===== config.mk =====
export PLATFORM = sky130hd
export DESIGN_NAME = rs_issue_scheduler_flat
export DESIGN_NICKNAME = d
export VERILOG_FILES = /design/src/rtl/rs_issue_scheduler_pkg.sv /design/src/rtl/rs_issue_scheduler_if.sv /design/src/rtl/rs_issue_scheduler_rr_select.sv /design/src/rtl/rs_issue_scheduler.sv /design/src/flat_wrapper.sv
export SDC_FILE = /design/constraint.sdc
export NUM_CORES = 1
export LEC_CHECK = 0
export BUFFER_PORTS_ARGS = -buffer_cell sky130_fd_sc_hd__buf_2
export CORE_AREA = 2 2 168 186
export CTS_CLUSTER_SIZE = 12
export DETAILED_ROUTE_END_ITERATION = 8
export DIE_AREA = 0 0 170 188
export HOLD_SLACK_MARGIN = 0.05
export PLACE_DENSITY_LB_ADDON = 0.12
export SETUP_SLACK_MARGIN = 0.05
export SYNTH_ARGS = -nofsm -noshare
export SYNTH_HDL_FRONTEND = slang
export SYNTH_SLANG_ARGS = --single-unit

===== constraint.sdc =====
create_clock -name clk -period 2.9 [get_ports clk]
set_input_delay 0.145 -clock clk [delete_from_list [all_inputs] [get_ports clk]]
set_output_delay 0.145 -clock clk [all_outputs]
set_load 0.02 [all_outputs]

===== src/rtl/rs_issue_scheduler_pkg.sv =====
// Shared sizing and entry layout for the reservation-station issue scheduler.
package rs_pkg;

    localparam int RS_SIZE     = 4;
    localparam int INSTR_WIDTH = 32;
    localparam int REG_W       = 5;
    localparam int SLOT_W      = $clog2(RS_SIZE);

    typedef struct packed {
        logic                   valid;
        logic [INSTR_WIDTH-1:0] instr;
        logic [REG_W-1:0]       s1;
        logic [REG_W-1:0]       s2;
        logic                   r1;
        logic                   r2;
    } rs_entry;

endpackage


===== src/rtl/rs_issue_scheduler_if.sv =====
// Queue-side, CDB-side and FU-side signals of the issue scheduler, bundled.
interface rs_issue_scheduler_if;
    import rs_pkg::*;

    logic                   write;
    logic [INSTR_WIDTH-1:0] instr_in;
    logic [REG_W-1:0]       src1;
    logic [REG_W-1:0]       src2;
    logic                   src1_rdy;
    logic                   src2_rdy;
    logic                   cdb_valid;
    logic [REG_W-1:0]       cdb_reg;
    logic                   fu_ready;
    logic                   flush;
    logic                   stall;
    logic                   issue_valid;
    logic [INSTR_WIDTH-1:0] issue_instr;
    logic [SLOT_W-1:0]      issue_slot;
    logic [SLOT_W:0]        occupancy;
    logic                   overflow;

    modport master (
        output write, instr_in, src1, src2, src1_rdy, src2_rdy,
               cdb_valid, cdb_reg, fu_ready, flush,
        input  stall, issue_valid, issue_instr, issue_slot, occupancy, overflow
    );

    modport slave (
        input  write, instr_in, src1, src2, src1_rdy, src2_rdy,
               cdb_valid, cdb_reg, fu_ready, flush,
        output stall, issue_valid, issue_instr, issue_slot, occupancy, overflow
    );

endinterface


===== src/rtl/rs_issue_scheduler_rr_select.sv =====
// Round-robin picker: first requesting slot at or after rr_ptr, wrapping.
module rr_select
    import rs_pkg::*;
(
    input  logic [RS_SIZE-1:0] req,
    input  logic [SLOT_W-1:0]  rr_ptr,
    output logic               grant_valid,
    output logic [SLOT_W-1:0]  grant_idx
);

    logic [SLOT_W-1:0] cand;

    // RS_SIZE is a power of two, so the SLOT_W-bit add wraps modulo RS_SIZE.
    always_comb begin
        grant_valid = 1'b0;
        grant_idx   = rr_ptr;
        cand        = rr_ptr;
        for (int k = 0; k < RS_SIZE; k++) begin
            cand = rr_ptr + SLOT_W'(k);
            if (!grant_valid && req[cand]) begin
                grant_valid = 1'b1;
                grant_idx   = cand;
            end
        end
    end

endmodule


===== src/rtl/rs_issue_scheduler.sv =====
// Reservation-station allocator with CDB wakeup and round-robin issue to one FU.
module rs_issue_scheduler
    import rs_pkg::*;
(
    input  logic                clk,
    input  logic                reset,
    rs_issue_scheduler_if.slave bus
);

    rs_entry                ent [RS_SIZE];
    logic [SLOT_W-1:0]      rr_ptr;
    logic [SLOT_W:0]        occ;
    logic                   iss_valid;
    logic [INSTR_WIDTH-1:0] iss_instr;
    logic [SLOT_W-1:0]      iss_slot;
    logic                   ovf;

    logic                   free_found;
    logic [SLOT_W-1:0]      free_idx;
    logic [RS_SIZE-1:0]     req;
    logic                   grant_valid;
    logic [SLOT_W-1:0]      grant_idx;
    logic                   issue_fire;
    logic                   alloc_fire;
    rs_entry                new_ent;

    // Lowest-index free entry, judged on pre-edge state so a slot freed by
    // this cycle's issue cannot be reused until the next cycle.
    always_comb begin
        free_found = 1'b0;
        free_idx   = '0;
        for (int i = RS_SIZE - 1; i >= 0; i--) begin
            if (!ent[i].valid) begin
                free_found = 1'b1;
                free_idx   = SLOT_W'(i);
            end
        end
    end

    always_comb begin
        req = '0;
        for (int i = 0; i < RS_SIZE; i++) begin
            req[i] = ent[i].valid & ent[i].r1 & ent[i].r2;
        end
    end

    rr_select u_rr_select (
        .req         (req),
        .rr_ptr      (rr_ptr),
        .grant_valid (grant_valid),
        .grant_idx   (grant_idx)
    );

    assign issue_fire = bus.fu_ready & grant_valid;
    assign alloc_fire = bus.write & free_found;

    // Same-cycle CDB bypass for the allocating instruction's operands.
    always_comb begin
        new_ent       = '0;
        new_ent.valid = 1'b1;
        new_ent.instr = bus.instr_in;
        new_ent.s1    = bus.src1;
        new_ent.s2    = bus.src2;
        new_ent.r1    = bus.src1_rdy | (bus.src1 == '0) |
                        (bus.cdb_valid & (bus.cdb_reg == bus.src1));
        new_ent.r2    = bus.src2_rdy | (bus.src2 == '0) |
                        (bus.cdb_valid & (bus.cdb_reg == bus.src2));
    end

    always_ff @(posedge clk or negedge reset) begin
        if (!reset) begin
            for (int i = 0; i < RS_SIZE; i++) begin
                ent[i] <= '0;
            end
            rr_ptr    <= '0;
            occ       <= '0;
            iss_valid <= 1'b0;
            iss_instr <= '0;
            iss_slot  <= '0;
            ovf       <= 1'b0;
        end else if (bus.flush) begin
            for (int i = 0; i < RS_SIZE; i++) begin
                ent[i].valid <= 1'b0;
            end
            rr_ptr    <= '0;
            occ       <= '0;
            iss_valid <= 1'b0;
            iss_instr <= '0;
            ovf       <= 1'b0;
        end else begin
            for (int i = 0; i < RS_SIZE; i++) begin
                if (ent[i].valid && bus.cdb_valid && (bus.cdb_reg == ent[i].s1)) begin
                    ent[i].r1 <= 1'b1;
                end
                if (ent[i].valid && bus.cdb_valid && (bus.cdb_reg == ent[i].s2)) begin
                    ent[i].r2 <= 1'b1;
                end
            end

            if (issue_fire) begin
                ent[grant_idx].valid <= 1'b0;
                iss_valid            <= 1'b1;
                iss_instr            <= ent[grant_idx].instr;
                iss_slot             <= grant_idx;
                rr_ptr               <= grant_idx + SLOT_W'(1);
            end else begin
                iss_valid <= 1'b0;
                iss_instr <= '0;
            end

            // Alloc targets an invalid slot and issue a valid one, so they never collide.
            if (alloc_fire) begin
                ent[free_idx] <= new_ent;
            end else if (bus.write) begin
                ovf <= 1'b1;
            end

            case ({alloc_fire, issue_fire})
                2'b10:   occ <= occ + (SLOT_W+1)'(1);
                2'b01:   occ <= occ - (SLOT_W+1)'(1);
                default: occ <= occ;
            endcase
        end
    end

    assign bus.stall       = (occ >= (SLOT_W+1)'(RS_SIZE - 1));
    assign bus.issue_valid = iss_valid;
    assign bus.issue_instr = iss_instr;
    assign bus.issue_slot  = iss_slot;
    assign bus.occupancy   = occ;
    assign bus.overflow    = ovf;

endmodule


===== src/flat_wrapper.sv =====
// flat-port wrapper written by rule: the top's interface ports become plain ports
module rs_issue_scheduler_flat import rs_pkg::*;
  (clk, reset, bus_write, bus_instr_in, bus_src1, bus_src2, bus_src1_rdy, bus_src2_rdy, bus_cdb_valid, bus_cdb_reg, bus_fu_ready, bus_flush, bus_stall, bus_issue_valid, bus_issue_instr, bus_issue_slot, bus_occupancy, bus_overflow);
  rs_issue_scheduler_if bus_i ();
  input  logic clk;
  input  logic reset;
  input wire logic [$bits(bus_i.write)-1:0] bus_write;
  input wire logic [$bits(bus_i.instr_in)-1:0] bus_instr_in;
  input wire logic [$bits(bus_i.src1)-1:0] bus_src1;
  input wire logic [$bits(bus_i.src2)-1:0] bus_src2;
  input wire logic [$bits(bus_i.src1_rdy)-1:0] bus_src1_rdy;
  input wire logic [$bits(bus_i.src2_rdy)-1:0] bus_src2_rdy;
  input wire logic [$bits(bus_i.cdb_valid)-1:0] bus_cdb_valid;
  input wire logic [$bits(bus_i.cdb_reg)-1:0] bus_cdb_reg;
  input wire logic [$bits(bus_i.fu_ready)-1:0] bus_fu_ready;
  input wire logic [$bits(bus_i.flush)-1:0] bus_flush;
  output wire logic [$bits(bus_i.stall)-1:0] bus_stall;
  output wire logic [$bits(bus_i.issue_valid)-1:0] bus_issue_valid;
  output wire logic [$bits(bus_i.issue_instr)-1:0] bus_issue_instr;
  output wire logic [$bits(bus_i.issue_slot)-1:0] bus_issue_slot;
  output wire logic [$bits(bus_i.occupancy)-1:0] bus_occupancy;
  output wire logic [$bits(bus_i.overflow)-1:0] bus_overflow;
  assign bus_i.write = bus_write;
  assign bus_i.instr_in = bus_instr_in;
  assign bus_i.src1 = bus_src1;
  assign bus_i.src2 = bus_src2;
  assign bus_i.src1_rdy = bus_src1_rdy;
  assign bus_i.src2_rdy = bus_src2_rdy;
  assign bus_i.cdb_valid = bus_cdb_valid;
  assign bus_i.cdb_reg = bus_cdb_reg;
  assign bus_i.fu_ready = bus_fu_ready;
  assign bus_i.flush = bus_flush;
  assign bus_stall = bus_i.stall;
  assign bus_issue_valid = bus_i.issue_valid;
  assign bus_issue_instr = bus_i.issue_instr;
  assign bus_issue_slot = bus_i.issue_slot;
  assign bus_occupancy = bus_i.occupancy;
  assign bus_overflow = bus_i.overflow;
  rs_issue_scheduler u_core (.clk(clk), .reset(reset), .bus(bus_i));
endmodule

==> run_results.csv <==
group,metric,value,unit
setup_path,r2r_end,"u_core.bus.occupancy[2]$_DFFE_PN0P_",
timing,slew_headroom,40.3,%
cells_and_area,drive_gt1_share,44.7,%
placement,dp_cells,1195,
setup_path,path_buf_inv,0,
floorplanning,fp.coreArea,30200,um^2
logic_synthesis,synth_top_flop_cell,"dfrtp_1",
logic_synthesis,yosys_warnings,0,
logic_synthesis,avgSynthCellArea,13.7,um^2
floorplanning,num_rows,67,
cells_and_area,multi_input_comb_area,4530,um^2
min_path,hold_start,"bus_src1_rdy",
timing,tns,0,ns
floorplanning,start_util,34.4,%
drt,drc,0,
placement,place.gp.congestion,0.785,
floorplanning,die_w,170,um
power,peakVddDrop,0.379,mV
setup_path,critical-path-max-stage-delay,0.49,ns
setup_path,cp.arrival,2.99,ns
setup_path,crit_path_end_kind,"flop",
setup_path,cp_max_fo,9,
setup_path,r2r_cells,7,
placement,dp_hpwl,16700,um
clocking,cts_sinks,221,
setup_path,crit_slowest_cell,"dfrtp_1",
grt,grtUsageMet2,29.5,%
logic_synthesis,netlist_instances,756,
timing,period_minus_slack,2.54,ns
logic_synthesis,synth_edf_count,0,
clocking,post_cts_buffers,0,
logic_synthesis,synth_top_family_by_area,"multiplexers",
timing,tightest_slew,0.895,ns
logic_synthesis,synth_fa_ha_area_share,0.193,%
outcome,status,"complete, no violations",
drt,drtIter0Drc,273,
clocking,ctsResizeCount,0,
logic_synthesis,ys_seq_area_share,53.3,%
clocking,cts_max_path_buffers,3,
timing,setup_viol,0,
cells_and_area,ff_latch_area,5530,um^2
grt,grtUsageMet3,2.38,%
setup_path,cp.required,3.35,ns
drt,antenna_left,0,
setup_path,crit_family,"compound AO/OA/AOI/OAI gates",
setup_path,r2r_start,"u_core.ent[89]$_DFF_PN0_",
grt,top_usage_layer,"met2",
clocking,htreeDepth,1,
logic_synthesis,syn_area,10400,um^2
setup_path,crit_chain,"and3_4 > o41ai_4 > a21oi_1 > fa_1 > or3b_2 > a21o_1 > a21oi_1",
drt,finalWirelength,26700,um
grt,grt_pass1_vias,7394,
clocking,cts_hold_buf,45,
clocking,cts_tree,"built",
min_path,hp-class,"in -> reg",
logic_synthesis,syn-num-nets,812,
timing,hold_viol_final,0,
cells_and_area,n_fill_cell,2859,
grt,grt_remaining_overflow,0,
timing,min_period_over_period,87.6,%
grt,grt_max_degree,71,
setup_path,crit_top_cell,"a21oi_1",
clocking,worstSkewPairLatency,0.54,ns
floorplanning,die_h,188,um
grt,use_met1,21.5,%
job,cap_violations,0,
setup_path,critical_path.startpoint_type,"flop",
min_path,hold_end,"u_core.ent[136]$_DFFE_PN0N_",
min_path,holdPathStages,5,
logic_synthesis,yosys.area_share.simple,6.15,%
timing,slew_viol_final,0,
drt,via_per_inst,5.30,
grt,antenna_found_initial,2,
logic_synthesis,synth_compound_area_share,10.7,%
logic_synthesis,synth_cell_types,52,
power,p_leak,5.86,nW
clocking,clk_pin_slew,0.06,ns
timing,rsz0062_at_grt,"false",
clocking,numCtsBuffers,26,
power,powerDensity,675,nW/um^2
timing,fmax,394,MHz
logic_synthesis,synth-xor-area-share,4.39,%
clocking,root_buffer,"clkbuf_16",
timing,fin_skew,0.0204,ns
cells_and_area,fin_util,41.8,%
logic_synthesis,muxShareOfSynthArea,21.7,%
cells_and_area,area_growth,21.5,%
logic_synthesis,ys_ff_latch,221,
placement,portBuffers,94,
setup_path,critPathKind,"reg -> reg",
setup_path,r2r_slack,0.36,ns
cells_and_area,nets,945,
drt,routed-via-count,6827,
grt,grt_use_total,16.9,%
drt,wl_per_cell,20.7,um
drt,firstDrtPassIters,4,
cells_and_area,finalNonFillerCells,1289,
floorplanning,die_area,32000,um^2
logic_synthesis,postSynth.asyncResetShare,100,%
floorplanning,num_io_pins,95,
grt,grt_pass1_wl,42100,um
==> cells in the mapped netlist (3+ instances only) <==
| master | instances | share of area [%] |
|---|---|---|
| nor2_1 | 20 | 0.72 |
| buf_6 | 7 | 0.76 |
| dfrtp_1 | 221 | 53 |
| buf_12 | 3 | 0.58 |
| a21oi_1 | 11 | 0.53 |
| xnor2_1 | 11 | 0.93 |
| nand4_1 | 44 | 2.7 |
| or2_2 | 3 | 0.18 |
| nand3_1 | 6 | 0.29 |
| or4_1 | 3 | 0.22 |
| o21ai_0 | 3 | 0.14 |
| o211ai_2 | 58 | 7.0 |
| clkbuf_1 | 25 | 0.90 |
| buf_2 | 17 | 0.82 |
| o22ai_1 | 3 | 0.18 |
| mux2i_1 | 33 | 3.2 |
| a2bb2oi_1 | 8 | 0.68 |
| nor4_1 | 11 | 0.66 |
| xor2_1 | 41 | 3.5 |
| o211ai_1 | 6 | 0.43 |
| mux2_2 | 168 | 18 |
| buf_1 | 3 | 0.11 |
| and3_1 | 5 | 0.30 |
| nor3_1 | 4 | 0.19 |
| a21o_1 | 5 | 0.36 |
==> layer usage <==
metal  wire length [um]  share of wire (%)  vias up
met5                  0                  0        -
met4                703                2.6        0
met3                851                3.2       46
met2              13500                 51      127
met1              11600                 44     3567
li1                   -                  -     3087
==> per-stage QoR <==
step | power, mW | setup WS (ns) | hold slack [ns] | instance area [um^2]
2_1_floorplan | 4.80 | 0.428 | -0.151 | 10400
3_3_place_gp | 5.16 | 0.428 | 0.148 | 11300
3_5_place_dp | 5.23 | 0.380 | 0.159 | 11300
4_1_cts | 8.63 | 0.354 | 0.0887 | 12600
5_1_grt | 8.94 | 0.198 | 0.130 | 12600
6_report | 8.51 | 0.359 | 0.111 | 12600
==> worst register-to-register path: stages, from the launching register on <==
cell     delay (ns)
dfrtp_1        0.49
and3_4         0.26
o41ai_4        0.39
a21oi_1        0.10
fa_1           0.39
or3b_2         0.49
a21o_1         0.19
a21oi_1        0.16
==> report_power, final <==
part           switching, mW  internal [mW]
combinational          0.637          0.682
clock                   1.28           2.03
sequential             0.307           3.58
total                   2.22           6.29
==> logic make-up after synthesis <==
family / Yosys count
fa+ha+maj: 1
xor+xnor: 52
simple gates: 109
flops: 221
mux: 203
compound gates: 109
buf+inv: 61
==> final cells by class <==
class | instances | area share [%]
Antenna cell | 2 | 0.0397
Clock buffer | 40 | 6.21
Clock inverter | 7 | 0.764
Inverter | 2 | 0.0596
Multi-Input combinational cell | 474 | 35.9
Sequential cell | 221 | 43.9
Tap cell | 379 | 3.76
Timing Repair Buffer | 164 | 9.37
==> registers in the layout, summed over array words and instances, names as in the netlist <==
register,flops
u_core.ent,180
u_core.bus.issue_instr,32
u_core.bus.occupancy,3
u_core.bus.issue_slot,2
u_core.rr_ptr,2
u_core.bus.issue_valid,1
u_core.bus.overflow,1
==> how the worst max path moves through the flow <==
| stage | startpoint | to | slack [ns] | cells past startpoint |
|---|---|---|---|---|
| floorplan | u_core.ent[44]$_DFF_PN0_ | u_core.bus.occupancy[2]$_DFFE_PN0P_ | 0.43 | 8 |
| CTS | u_core.rr_ptr[1]$_DFFE_PN0P_ | u_core.bus.issue_instr[6]$_DFF_PN0_ | 0.35 | 6 |
| detailed placement | u_core.rr_ptr[1]$_DFFE_PN0P_ | u_core.bus.issue_instr[6]$_DFF_PN0_ | 0.38 | 6 |
| global placement | u_core.ent[89]$_DFF_PN0_ | u_core.bus.occupancy[2]$_DFFE_PN0P_ | 0.43 | 7 |
| finish | u_core.ent[89]$_DFF_PN0_ | u_core.bus.occupancy[2]$_DFFE_PN0P_ | 0.36 | 7 |
| global route | u_core.ent[179]$_DFF_PN0_ | u_core.bus.issue_instr[6]$_DFF_PN0_ | 0.20 | 7 |
==> layout by cell type, fill, tap and decap left out, drive strengths merged, types with 2 or more instances in the layout <==
cell type and n:
a31oi 2, clkbuf 40, xnor2 11, dlygate4sd3 45, o211ai 64, nand4 44, clkinv 5, o22ai 4
o31ai 2, inv 2, mux2i 33, or4 3, nor3 4, a21oi 11, diode 2, nor2 20
dfrtp 221, nand2 3, nor4 11, a2bb2oi 8, and3 7, a21o 5, o21ai 3, bufinv 2
mux2 170, or2 3, buf 119, xor2 41, nand2b 2, a211oi 2, nand3 6
Power figures use the tool's default switching activity.
